File: src/rtl/bicubic_nx_acc_unpack.sv
// Result unpacker for the N-lane DSP accumulator: in-flight tags, round/shift/saturate to 8-bit
// pixels, output FIFO as AXI-Stream master, credit-based clken. Option: BICUBIC_ACC_SAT_STAT_EN.
module bicubic_nx_acc_unpack #(
  parameter int unsigned PARALLEL_CORE = 4,
  parameter int unsigned ACC_LATENCY   = 4,
  parameter int unsigned FRAC_BITS     = 14,
  parameter int unsigned FIFO_DEPTH    = 8
) (
  input  logic                         clk,
  input  logic                         aresetn,
  output logic                         clken,
  input  logic                         issue_valid,
  input  logic                         issue_last,
  input  logic [PARALLEL_CORE*48-1:0]  result,
  output logic [PARALLEL_CORE*8-1:0]   m_axis_tdata,
  output logic                         m_axis_tvalid,
  input  logic                         m_axis_tready,
  output logic                         m_axis_tlast,
  output logic [15:0]                  sat_count
);

  localparam int unsigned PtrW  = $clog2(FIFO_DEPTH);
  localparam int unsigned CntW  = $clog2(FIFO_DEPTH + 1);
  localparam int unsigned DataW = PARALLEL_CORE * 8;
  localparam logic signed [48:0] Half = 49'sd1 <<< (FRAC_BITS - 1);

  // Tag pipeline mirroring the accumulator's clken-gated pipeline
  logic [ACC_LATENCY-1:0] v_q, v_d, l_q, l_d;
  logic [4:0]             inflight;
  logic                   retire;

  // FIFO state
  logic [DataW:0]         mem_q [FIFO_DEPTH];
  logic [PtrW-1:0]        wptr_q, rptr_q;
  logic [CntW-1:0]        count_q, count_d;
  logic                   push, pop;
  logic [DataW:0]         head;

  // Lane conversion
  logic [DataW-1:0]         pix;
  logic [PARALLEL_CORE-1:0] clamp;

  function automatic logic [8:0] convert_lane(input logic [47:0] acc);
    logic signed [48:0] s;
    logic signed [48:0] q;
    logic [8:0]         res;
    s = $signed({acc[47], acc}) + Half;
    q = s >>> FRAC_BITS;
    if (q[48]) begin
      res = {1'b1, 8'd0};
    end else if (|q[47:8]) begin
      res = {1'b1, 8'd255};
    end else begin
      res = {1'b0, q[7:0]};
    end
    return res;
  endfunction

  always_comb begin
    pix   = '0;
    clamp = '0;
    for (int i = 0; i < PARALLEL_CORE; i++) begin
      logic [8:0] conv;
      conv             = convert_lane(result[i*48 +: 48]);
      pix[i*8 +: 8]    = conv[7:0];
      clamp[i]         = conv[8];
    end
  end

  always_comb begin
    inflight = '0;
    for (int k = 0; k < ACC_LATENCY; k++) begin
      inflight = inflight + 5'(v_q[k]);
    end
  end

  // Credit: anything already in flight has a FIFO slot reserved for it
  always_comb begin
    logic [31:0] used;
    used  = 32'(count_q) + 32'(inflight);
    clken = (used < FIFO_DEPTH);
  end

  assign retire = clken & v_q[ACC_LATENCY-1];

  always_comb begin
    v_d = v_q;
    l_d = l_q;
    if (clken) begin
      v_d[0] = issue_valid;
      l_d[0] = issue_valid & issue_last;
      for (int k = 1; k < ACC_LATENCY; k++) begin
        v_d[k] = v_q[k-1];
        l_d[k] = l_q[k-1];
      end
    end
  end

  always_ff @(posedge clk or negedge aresetn) begin
    if (!aresetn) begin
      v_q <= '0;
      l_q <= '0;
    end else begin
      v_q <= v_d;
      l_q <= l_d;
    end
  end

  assign push = retire;
  assign pop  = m_axis_tvalid & m_axis_tready;

  always_comb begin
    count_d = count_q;
    unique case ({push, pop})
      2'b10:   count_d = count_q + 1'b1;
      2'b01:   count_d = count_q - 1'b1;
      default: count_d = count_q;
    endcase
  end

  always_ff @(posedge clk or negedge aresetn) begin
    if (!aresetn) begin
      wptr_q  <= '0;
      rptr_q  <= '0;
      count_q <= '0;
    end else begin
      if (push) wptr_q <= wptr_q + 1'b1;
      if (pop)  rptr_q <= rptr_q + 1'b1;
      count_q <= count_d;
    end
  end

  // Storage needs no reset; outputs are masked while empty
  always_ff @(posedge clk) begin
    if (push) begin
      mem_q[wptr_q] <= {l_q[ACC_LATENCY-1], pix};
    end
  end

  assign head          = mem_q[rptr_q];
  assign m_axis_tvalid = (count_q != '0);
  assign m_axis_tdata  = m_axis_tvalid ? head[DataW-1:0] : '0;
  assign m_axis_tlast  = m_axis_tvalid & head[DataW];

`ifdef BICUBIC_ACC_SAT_STAT_EN
  logic [15:0] sat_q, sat_d;

  always_comb begin
    logic [16:0] sum;
    logic [7:0]  n;
    n = '0;
    for (int i = 0; i < PARALLEL_CORE; i++) begin
      n = n + 8'(clamp[i]);
    end
    sum   = {1'b0, sat_q} + 17'(n);
    sat_d = sat_q;
    if (retire) begin
      sat_d = sum[16] ? 16'hFFFF : sum[15:0];
    end
  end

  always_ff @(posedge clk or negedge aresetn) begin
    if (!aresetn) begin
      sat_q <= '0;
    end else begin
      sat_q <= sat_d;
    end
  end

  assign sat_count = sat_q;
`else
  logic unused_clamp;
  assign unused_clamp = ^clamp;
  assign sat_count    = 16'h0000;
`endif

endmodule

File: config.mk
export PLATFORM = sky130hd
export DESIGN_NAME = bicubic_nx_acc_unpack
export DESIGN_NICKNAME = d
export VERILOG_FILES = /design/src/rtl/bicubic_nx_acc_unpack.sv
export SDC_FILE = /design/constraint.sdc
export NUM_CORES = 1
export LEC_CHECK = 0
export CORE_AREA = 2 2 173 175
export DETAILED_ROUTE_END_ITERATION = 6
export DIE_AREA = 0 0 175 177
export GPL_ROUTABILITY_DRIVEN = 0
export PLACE_DENSITY = 0.84
export SLEW_MARGIN = 25
export SYNTH_ARGS = -nofsm -noshare
export SYNTH_HDL_FRONTEND = slang
export SYNTH_SLANG_ARGS = --single-unit
export TNS_END_PERCENT = 1
File: constraint.sdc
create_clock -name clk -period 6.3 [get_ports clk]
set_input_delay 1.26 -clock clk [delete_from_list [all_inputs] [get_ports clk]]
set_output_delay 1.26 -clock clk [all_outputs]
set_load 0.1 [all_outputs]
# Word level (Yosys, flattened, before mapping)
# Memories as Yosys holds them, arrays and structs flattened.
# Index checks and enable logic that the tools add are counted.
dict set report classes {
  add_sub_neg 12
  mul 0
  div_mod_pow 0
  magnitude_cmp 1
  eq_ne 2
  shift 0
  mux 12
  bitwise_logic 4
  reduce_logical 6
}
# op n
set op_table {}
lappend op_table {{$add A48 B15 Y49 const B} 4}
lappend op_table {{$reduce_or A27 Y1} 4}
lappend op_table {{$mux W8} 8}
lappend op_table {{$mux W32} 1}
lappend op_table {{$pmux W4 S2} 1}
lappend op_table {{$add A3 B1 Y3 const B} 2}
lappend op_table {{$add A4 B4 Y5} 1}
lappend op_table {{$lt A5 B4 Y1 const B} 1}
lappend op_table {{$add A3 B1 Y4} 1}
lappend op_table {{$add A4 B1 Y4 const B} 1}
lappend op_table {{$and A1 B1 Y1} 4}
lappend op_table {{$reduce_bool A4 Y1} 1}
lappend op_table {{$sub A4 B1 Y4 const B} 1}
lappend op_table {{$add A2 B1 Y3} 1}
lappend op_table {{$add A1 B1 Y2} 1}
lappend op_table {{$eq A2 B1 Y1 const B} 1}
lappend op_table {{$eq A2 B2 Y1 const B} 1}
lappend op_table {{$mux W1} 2}
lappend op_table {{$reduce_bool A2 Y1} 1}
dict set report totals {
  ff_bits 18
  latchBits 0
  ramBits 264
  rom_bits 0
  wordCells 43
  mem_count 1
}
# name words width rd rd_ports_with_merged_regs write_ports line
set mem_list {}
lappend mem_list {mem_q 8 33 1 0 1 33} ;# logic [DataW:0] mem_q [FIFO_DEPTH];

# Depth between registers and ports, before layout
dict set report depth {
  ltp_word 8
  ltp_mapped 13
  ltp_nobuf 13
}

# Worst setup path after synthesis
# OpenSTA, ideal clock, no wires.
dict set report synth_timing {
  kind {register to register}
  from {reg v_q[0]}
  to {mem mem_q[1][0] (netlist bit), enable pin}
  setup_time_ns 0.464
  arrival_ns 5.428
  t_required_ns 5.836
  slack_ns 0.408
  stages_incl_launch_ff 9
  path_cell_list {dfrtp_1 > fa_1 > ha_1 > a21o_1 > a21o_1 > a21oi_1 > clkbuf_1 > nand3_1 > nor3_1}
}
dict set report synth_via {
  elab_chain_cells 8
}
# element line
set synth_rtl {}
lappend synth_rtl {{start, declared} 28} ;# logic [ACC_LATENCY-1:0] v_q, v_d, l_q, l_d;
lappend synth_rtl {{start signal, assigned} 104} ;# v_q <= v_d;
lappend synth_rtl {{$add A1 B1 Y2} 73} ;# inflight = inflight + 5'(v_q[k]);
lappend synth_rtl {{$add A2 B1 Y3} 73}
lappend synth_rtl {{$add A3 B1 Y4} 73}
lappend synth_rtl {{$add A4 B4 Y5} 80} ;# used = 32'(count_q) + 32'(inflight);
lappend synth_rtl {{$lt A5 B4 Y1} 81} ;# clken = (used < FIFO_DEPTH);
lappend synth_rtl {{net clken} 11} ;# output logic clken,
lappend synth_rtl {{$and A1 B1 Y1} 84} ;# assign retire = clken & v_q[ACC_LATENCY-1];
lappend synth_rtl {{$mux W1} 135} ;# if (push) begin
lappend synth_rtl {{$mux W1 (implied by the code)} 136} ;# mem_q[wptr_q] <= {l_q[ACC_LATENCY-1], pix};
lappend synth_rtl {{end, declared} 33}
# The timed path passes the listed nets, and every way through them passes these cells.

# Worst setup path in the final report
dict set report layout_timing {
  from {reg rptr_q[0]}
  to {out m_axis_tdata[15]}
}
dict set report layout_via {
  elab_chain_cells 2
}
# element line
set layout_rtl {}
lappend layout_rtl {{start, declared} 34} ;# logic [PtrW-1:0] wptr_q, rptr_q;
lappend layout_rtl {{start signal, assigned} 128} ;# if (pop) rptr_q <= rptr_q + 1'b1;
lappend layout_rtl {{$mem_v2 Z8 W33} -}
lappend layout_rtl {{$mux W32} 142} ;# assign m_axis_tdata = m_axis_tvalid ? head[DataW-1:0] : '0;
lappend layout_rtl {{end, declared} 15} ;# output logic [PARALLEL_CORE*8-1:0] m_axis_tdata,
# No other way between the ends.

==> results.json <==
{
  "status": "complete, no violations",
  "crit_slowest_cell": "dfrtp_4",
  "drtAntennaViolNets": 0,
  "rows": 63,
  "cts-root-buf": "clkbuf_16",
  "core-area_mm2": 0.0292,
  "die-area_mm2": 0.0310,
  "grt_pass1_wl_mm": 51.9,
  "required_ns": 5.04,
  "grt_pass1_vias": 9704,
  "p_switching_mw": 3.44,
  "slowest_delay_ns": 0.99,
  "r2r-end": "mem_q[0][4]",
  "met1_length_mm": 13.0,
  "met3_length_mm": 2.30,
  "p_int_mw": 4.35,
  "io_pins": 248,
  "ys_async_sr_fraction_pct": 6.38,
  "synth_edf_count": 264,
  "pwr-share-seq_pct": 33.4,
  "die_w_um": 175,
  "fin_crit_sh_pct": 79.4,
  "gr-usage-all-layers_pct": 21.2,
  "leakage_nw": 5.71,
  "fp.dieH_um": 177,
  "syn_inst": 1023,
  "rrSetupSlack_ns": 2.35,
  "crit_start": "rptr_q[0]",
  "via_per_inst": 5.96,
  "crit_type": "reg2out",
  "avgSynthCellArea_um2": 14.0,
  "worstPathArrival_ns": 3.74,
  "overflow": 0,
  "min-delay-start": "l_q[2]",
  "drc": 0,
  "hpwl_mm": 21.3,
  "grt_max_degree": 44,
  "clock_power_share_pct": 19.2,
  "ys_seq_elements": 282,
  "wl_mm": 33.0,
  "cp-start-kind": "flip-flop",
  "maxUsedRoutingLayer": "met4",
  "max_freq_mhz": 200,
  "clk_latency_ns": 0.55,
  "rsz0062_at_grt": "no",
  "maxSlewViolCount": 0,
  "cts_hold_buf": 0,
  "rr_worst_depth": 10,
  "setup_viol": 0,
  "mostFrequentLayoutCell": "edfxtp_1",
  "final_cell_area_mm2": 0.0174,
  "clockBufferDepth": 3,
  "drive_gt1_share_pct": 14.1,
  "synthFlopType": "edfxtp_1",
  "yosys_warnings": 0,
  "layout_common_cells": "edfxtp_1 (264), clkdlybuf4s50_1 (179), nor2_1 (75)",
  "dp.cells": 1579,
  "htreeDepth": 1,
  "power-per-cell-area_mw_per_mm2": 447,
  "dr.pass1.iters": 5,
  "skew_ns": 0.0223,
  "area_growth_pct": 21.8,
  "post_synth_num_cell_types": 64,
  "avgRoutedWirePerCell_um": 20.3,
  "port-buffer-count": 179,
  "peakVddDrop_mv": 0.339,
  "hold-path-endpoint": "l_q[3]",
  "cts_sinks": 282,
  "yosysSeqAreaShare_pct": 58.6,
  "n_antenna_cell": 0,
  "syn_area_mm2": 0.0143,
  "worstMarginPinSlew_ns": 1.06,
  "cp-end-kind": "output pin",
  "max_slew_margin_pct": 28.8,
  "final_cells": 1628,
  "dr_wl_met2_mm": 16.9,
  "antenna_found_initial": 0,
  "hp-class": "reg2reg",
  "cts_setup_buffers": 0,
  "drt_iter0_drc": 842,
  "nets": 1428,
  "reg2reg_from": "v_q[3]",
  "initial_core_util_pct": 48.9,
  "clkTransAtPathRegs_ns": 0.06,
  "switching_share_pct": 44.1,
  "hold_viol": 0,
  "cts_resized": 0,
  "fin_crit_ns": 5.00,
  "finalSetupTns_ns": 0,
  "dpl_cell_area_mm2": 0.0166,
  "p_comb_share_pct": 47.4,
  "cts_tree": "done",
  "cp_cell_sequence": "buf_4 > mux4_2 > mux2i_1 > nor2_1 > clkdlybuf4s50_1",
  "power_mw": 7.79,
  "crit_path_max_fanout": 43,
  "drv.max_cap_violation_count": 0,
  "via_count": 9703,
  "cts_made_buffers": 27,
  "hold_path_depth": 1
}
## per-layer routing
metal  GRT usage [%]  up-vias
met2            37.8      409
met4            5.87        0
li1                -     4443
met5               0        -
met1            26.8     4783
met3            3.50       68
## per-stage QoR
| step | util (%) | hold slack [ns] | setup WS, ns |
|---|---|---|---|
| floorplan | - | 0.464 | 0.408 |
| finish | 59.5 | 0.505 | 1.30 |
| CTS | 59.5 | 0.510 | 1.21 |
| global route | 59.5 | 0.527 | 1.03 |
| global placement | 56.7 | 0.486 | 1.44 |
| detailed placement | 56.7 | 0.495 | 1.35 |
## power by group through the flow
stage                     Clock (mW)  Combinational, mW  Sequential [mW]
after global placement             0               3.65             2.62
after CTS                       1.51               3.72             2.61
final                           1.50               3.69             2.61
after detailed placement           0               3.69             2.64
after global routing            1.59               3.86             2.64
after floorplan                    0               2.90             2.44
## cell type report
cell class	count	area, µm²
inverters	25	93.8
fillers	2158	11800
well taps	390	488
clock inverters	17	124
clock buffers	32	694
flip-flops and latches	282	8380
multi-input cells	686	5710
repair buffers	196	1920
## flip-flops by register name, summed over array words and instances (netlist names)
register  flops
count_q       4
l_q           4
mem_q       264
rptr_q        3
v_q           4
wptr_q        3
## worst max path at each step
| stage | slack [ns] | end | cells after the start |
|---|---|---|---|
| after floorplan | 0.41 | mem_q[1][0] | 8 |
| after global placement | 1.44 | mem_q[0][11] | 8 |
| after detailed placement | 1.35 | mem_q[0][11] | 8 |
| after CTS | 1.21 | m_axis_tdata[12] | 5 |
| after global routing | 1.03 | m_axis_tdata[12] | 5 |
| final | 1.30 | m_axis_tdata[15] | 5 |
## cells in the mapped netlist (3+ instances only)
library cell | number | area (µm²)
edfxtp_1 | 264 | 7930
nor2_1 | 81 | 304
mux4_2 | 66 | 1490
nand3_1 | 53 | 265
nand2_1 | 50 | 188
nand4_1 | 47 | 294
xnor2_1 | 43 | 377
mux2i_1 | 42 | 420
nor3_1 | 36 | 180
a21oi_1 | 31 | 155
xor2_1 | 31 | 272
inv_1 | 25 | 93.8
dfrtp_1 | 18 | 450
a31oi_1 | 17 | 106
clkbuf_1 | 17 | 63.8
buf_4 | 16 | 120
nor4_1 | 16 | 100
o21ai_0 | 13 | 65.1
ha_1 | 11 | 138
buf_1 | 10 | 37.5
mux2_2 | 9 | 101
or2_2 | 8 | 50.1
a211o_1 | 7 | 61.3
a31o_2 | 7 | 61.3
and3_1 | 7 | 43.8
or4_1 | 7 | 52.6
a21o_1 | 6 | 45.0
and2_1 | 6 | 37.5
and4_1 | 6 | 52.6
o31a_1 | 6 | 52.6
or3_1 | 6 | 37.5
nor4_2 | 5 | 62.6
nor4_4 | 4 | 85.1
a211oi_1 | 3 | 22.5
a22oi_1 | 3 | 22.5
a41oi_1 | 3 | 26.3
o2111ai_1 | 3 | 26.3
o31ai_1 | 3 | 22.5
## worst max-delay path: cells and delay by family (launching register included)
kind	cells	cell delay [ns]
buf+inv	2	1.38
simple gates	1	0.10
mux	2	0.72
flops	1	0.99
## cells by family (layout without fill, tap and decap cells)
family	count (synthesis)	after routing	share of synthesized area (%)
AO/OA/AOI/OAI	119	119	5.84
XOR/XNOR	74	74	4.53
adder cells (fa/ha/maj)	13	13	1.24
buffers and inverters	70	270	2.32
flip-flops	282	282	58.6
multiplexers	117	117	14.0
other	1	16	0.0262
AND/OR/NAND/NOR	347	347	13.4
Note: power is estimated with default switching activity, not from simulation.
==> RTL edit: new RTL, same settings <==
Take the reset off `v_q` and load it in a clocked block of its own.
--- a/src/rtl/bicubic_nx_acc_unpack.sv
+++ b/src/rtl/bicubic_nx_acc_unpack.sv
@@ -100,8 +100,10 @@
     if (!aresetn) begin
-      v_q <= '0;
       l_q <= '0;
     end else begin
-      v_q <= v_d;
       l_q <= l_d;
     end
+  end
+
+  always_ff @(posedge clk) begin
+    v_q <= v_d;
   end
Check against the original RTL: not equivalent (a bounded check fails within 10 cycles, from zero or initial values and one cycle with aresetn low).
==> RTL edit against the original RTL <==
Setup slack lost 62 ps. Sequential cell count is the same. Area after synthesis shrank 0.66%. Clock power grew 11%. Final area grew 0.20%. Count of clock-buffer cells in the layout shrank 1. Power grew 2.9%. Wire length grew 6.1%.
==> RTL edit: results (changes against the original RTL) <==
[grt]
grtUsageTotal_pct = 22.4  ; was 21.2%
grt_pass1_wl_um = 54000  ; was 51,900 um
grt_max_degree = 40  ; was 44
grt_pass1_vias = 9884  ; was 9,704

[worst_setup_path]
crit_path_max_fanout = 37  ; was 43
critical_path_arrival_ps = 3810  ; was 3740 ps
cpPeakStageDelay_ps = 1180  ; was 990 ps
slowest_stage = clkdlybuf4s50_1  ; was dfrtp_4

[layout]
nNetsFinal = 1407  ; was 1,428
layout-drive-gt1-share_pct = 14.1  ; about the same

[power]
ir_drop_mv = 0.303  ; was 0.339 mV
power.leakage_nw = 5.72  ; was 5.71 nW

[run_status]
outcome = complete, no violations  ; unchanged

[clocking]
clk_path_buf_depth = 3  ; unchanged
cts.clk_slew.worst_paths_ps = 60  ; about the same
clk_latency_ps = 540

[routing]
avgRoutedWirePerCell_um = 21.8  ; was 20.3 um
firstDrtPassIters = 7  ; was 5
vias = 9874  ; was 9,703
drt_iter0_markers = 945  ; was 842

[yosys]
synth-edff-count = 268  ; was 264
synthCells = 1000  ; was 1,023
synthTopCellsByCount = 268 x edfxtp_1, 75 x nor2_1, 66 x mux4_2, 63 x nand3_1  ; was 264 x edfxtp_1, 81 x nor2_1, 66 x mux4_2, 53 x nand3_1, 50 x nand2_1
ys_async_sr_fraction_pct = 4.96  ; was 6.38%
ys_types = 66  ; was 64
ys_seq_area_share_pct = 59.1  ; was 58.6%

[sta]
tightest_slew_ps = 1090  ; was 1060 ps
skew_ps = 8.40  ; was 22.3 ps

[place]
post-place-ws_ps = 1090  ; was 1350 ps
dp_hpwl_um = 22300  ; was 21,300 um
dpl.cell_count = 1558  ; was 1,579

-- RTL edit: cell types whose count changed after synthesis, moves of 6 or more --
cell,delta
nor2_1,-6
and3_1,+14
nand2_1,-14
or2_2,-6
inv_1,-10
nor3_1,-18
nand3_1,+10
-- RTL edit: per-stage QoR --
| stage | util, % | area (um^2) |
|---|---|---|
| 2_1_floorplan | - | 14300 |
| 3_3_place_gp | 56.5 | 16500 |
| 3_5_place_dp | 56.5 | 16500 |
| 4_1_cts | 59.6 | 17400 |
| 5_1_grt | 59.7 | 17400 |
| 6_report | 59.7 | 17400 |
-- RTL edit: final timing paths --
path / from / end / slack [ps] / depth (start not counted)
min reg2reg: v_q[2] / v_q[3] / 480 / 0
min: v_q[2] / v_q[3] / 480 / 0
max reg2reg: v_q[0] / mem_q[0][22] / 2380 / 10
max: rptr_q[1] / m_axis_tdata[23] / 1230 / 5
min in group asynchronous: aresetn / count_q[2] / 1120 / 1
max in group asynchronous: aresetn / rptr_q[0] / 4700 / 1
-- RTL edit: per-layer routing --
layer	share of wire, %	vias up	global-route usage [%]
li1	-	4403	-
met2	52	516	39.5
met3	6.7	100	2.96
met5	0	-	0
met4	3.5	0	8.16
met1	38	4855	28.4
-- RTL edit: final cells by class --
type | instances | area [um^2]
fillers | 2109 | 11800
flip-flops and latches | 282 | 8400
multi-input cells | 675 | 5660
repair buffers | 196 | 1930
clock buffers | 31 | 691
well taps | 390 | 488
clock inverters | 19 | 218
inverters | 15 | 56.3
-- RTL edit: logic make-up (layout without fill, tap and decap cells) --
kind of cell	count (synthesis)	in the layout	synth area share, %
flops	282	282	59.1
xor+xnor	80	80	4.93
fa+ha+maj	13	13	1.25
compound gates	118	118	5.87
other cells	1	16	0.0264
buf+inv	58	261	1.96
simple gates	337	337	13.2
mux	111	111	13.7
-- RTL edit: where the power goes --
part           internal [mW]  total, mW  switching (mW)
Combinational           1.18       3.71            2.53
Sequential              2.35       2.64           0.297
Clock                  0.959       1.66           0.697
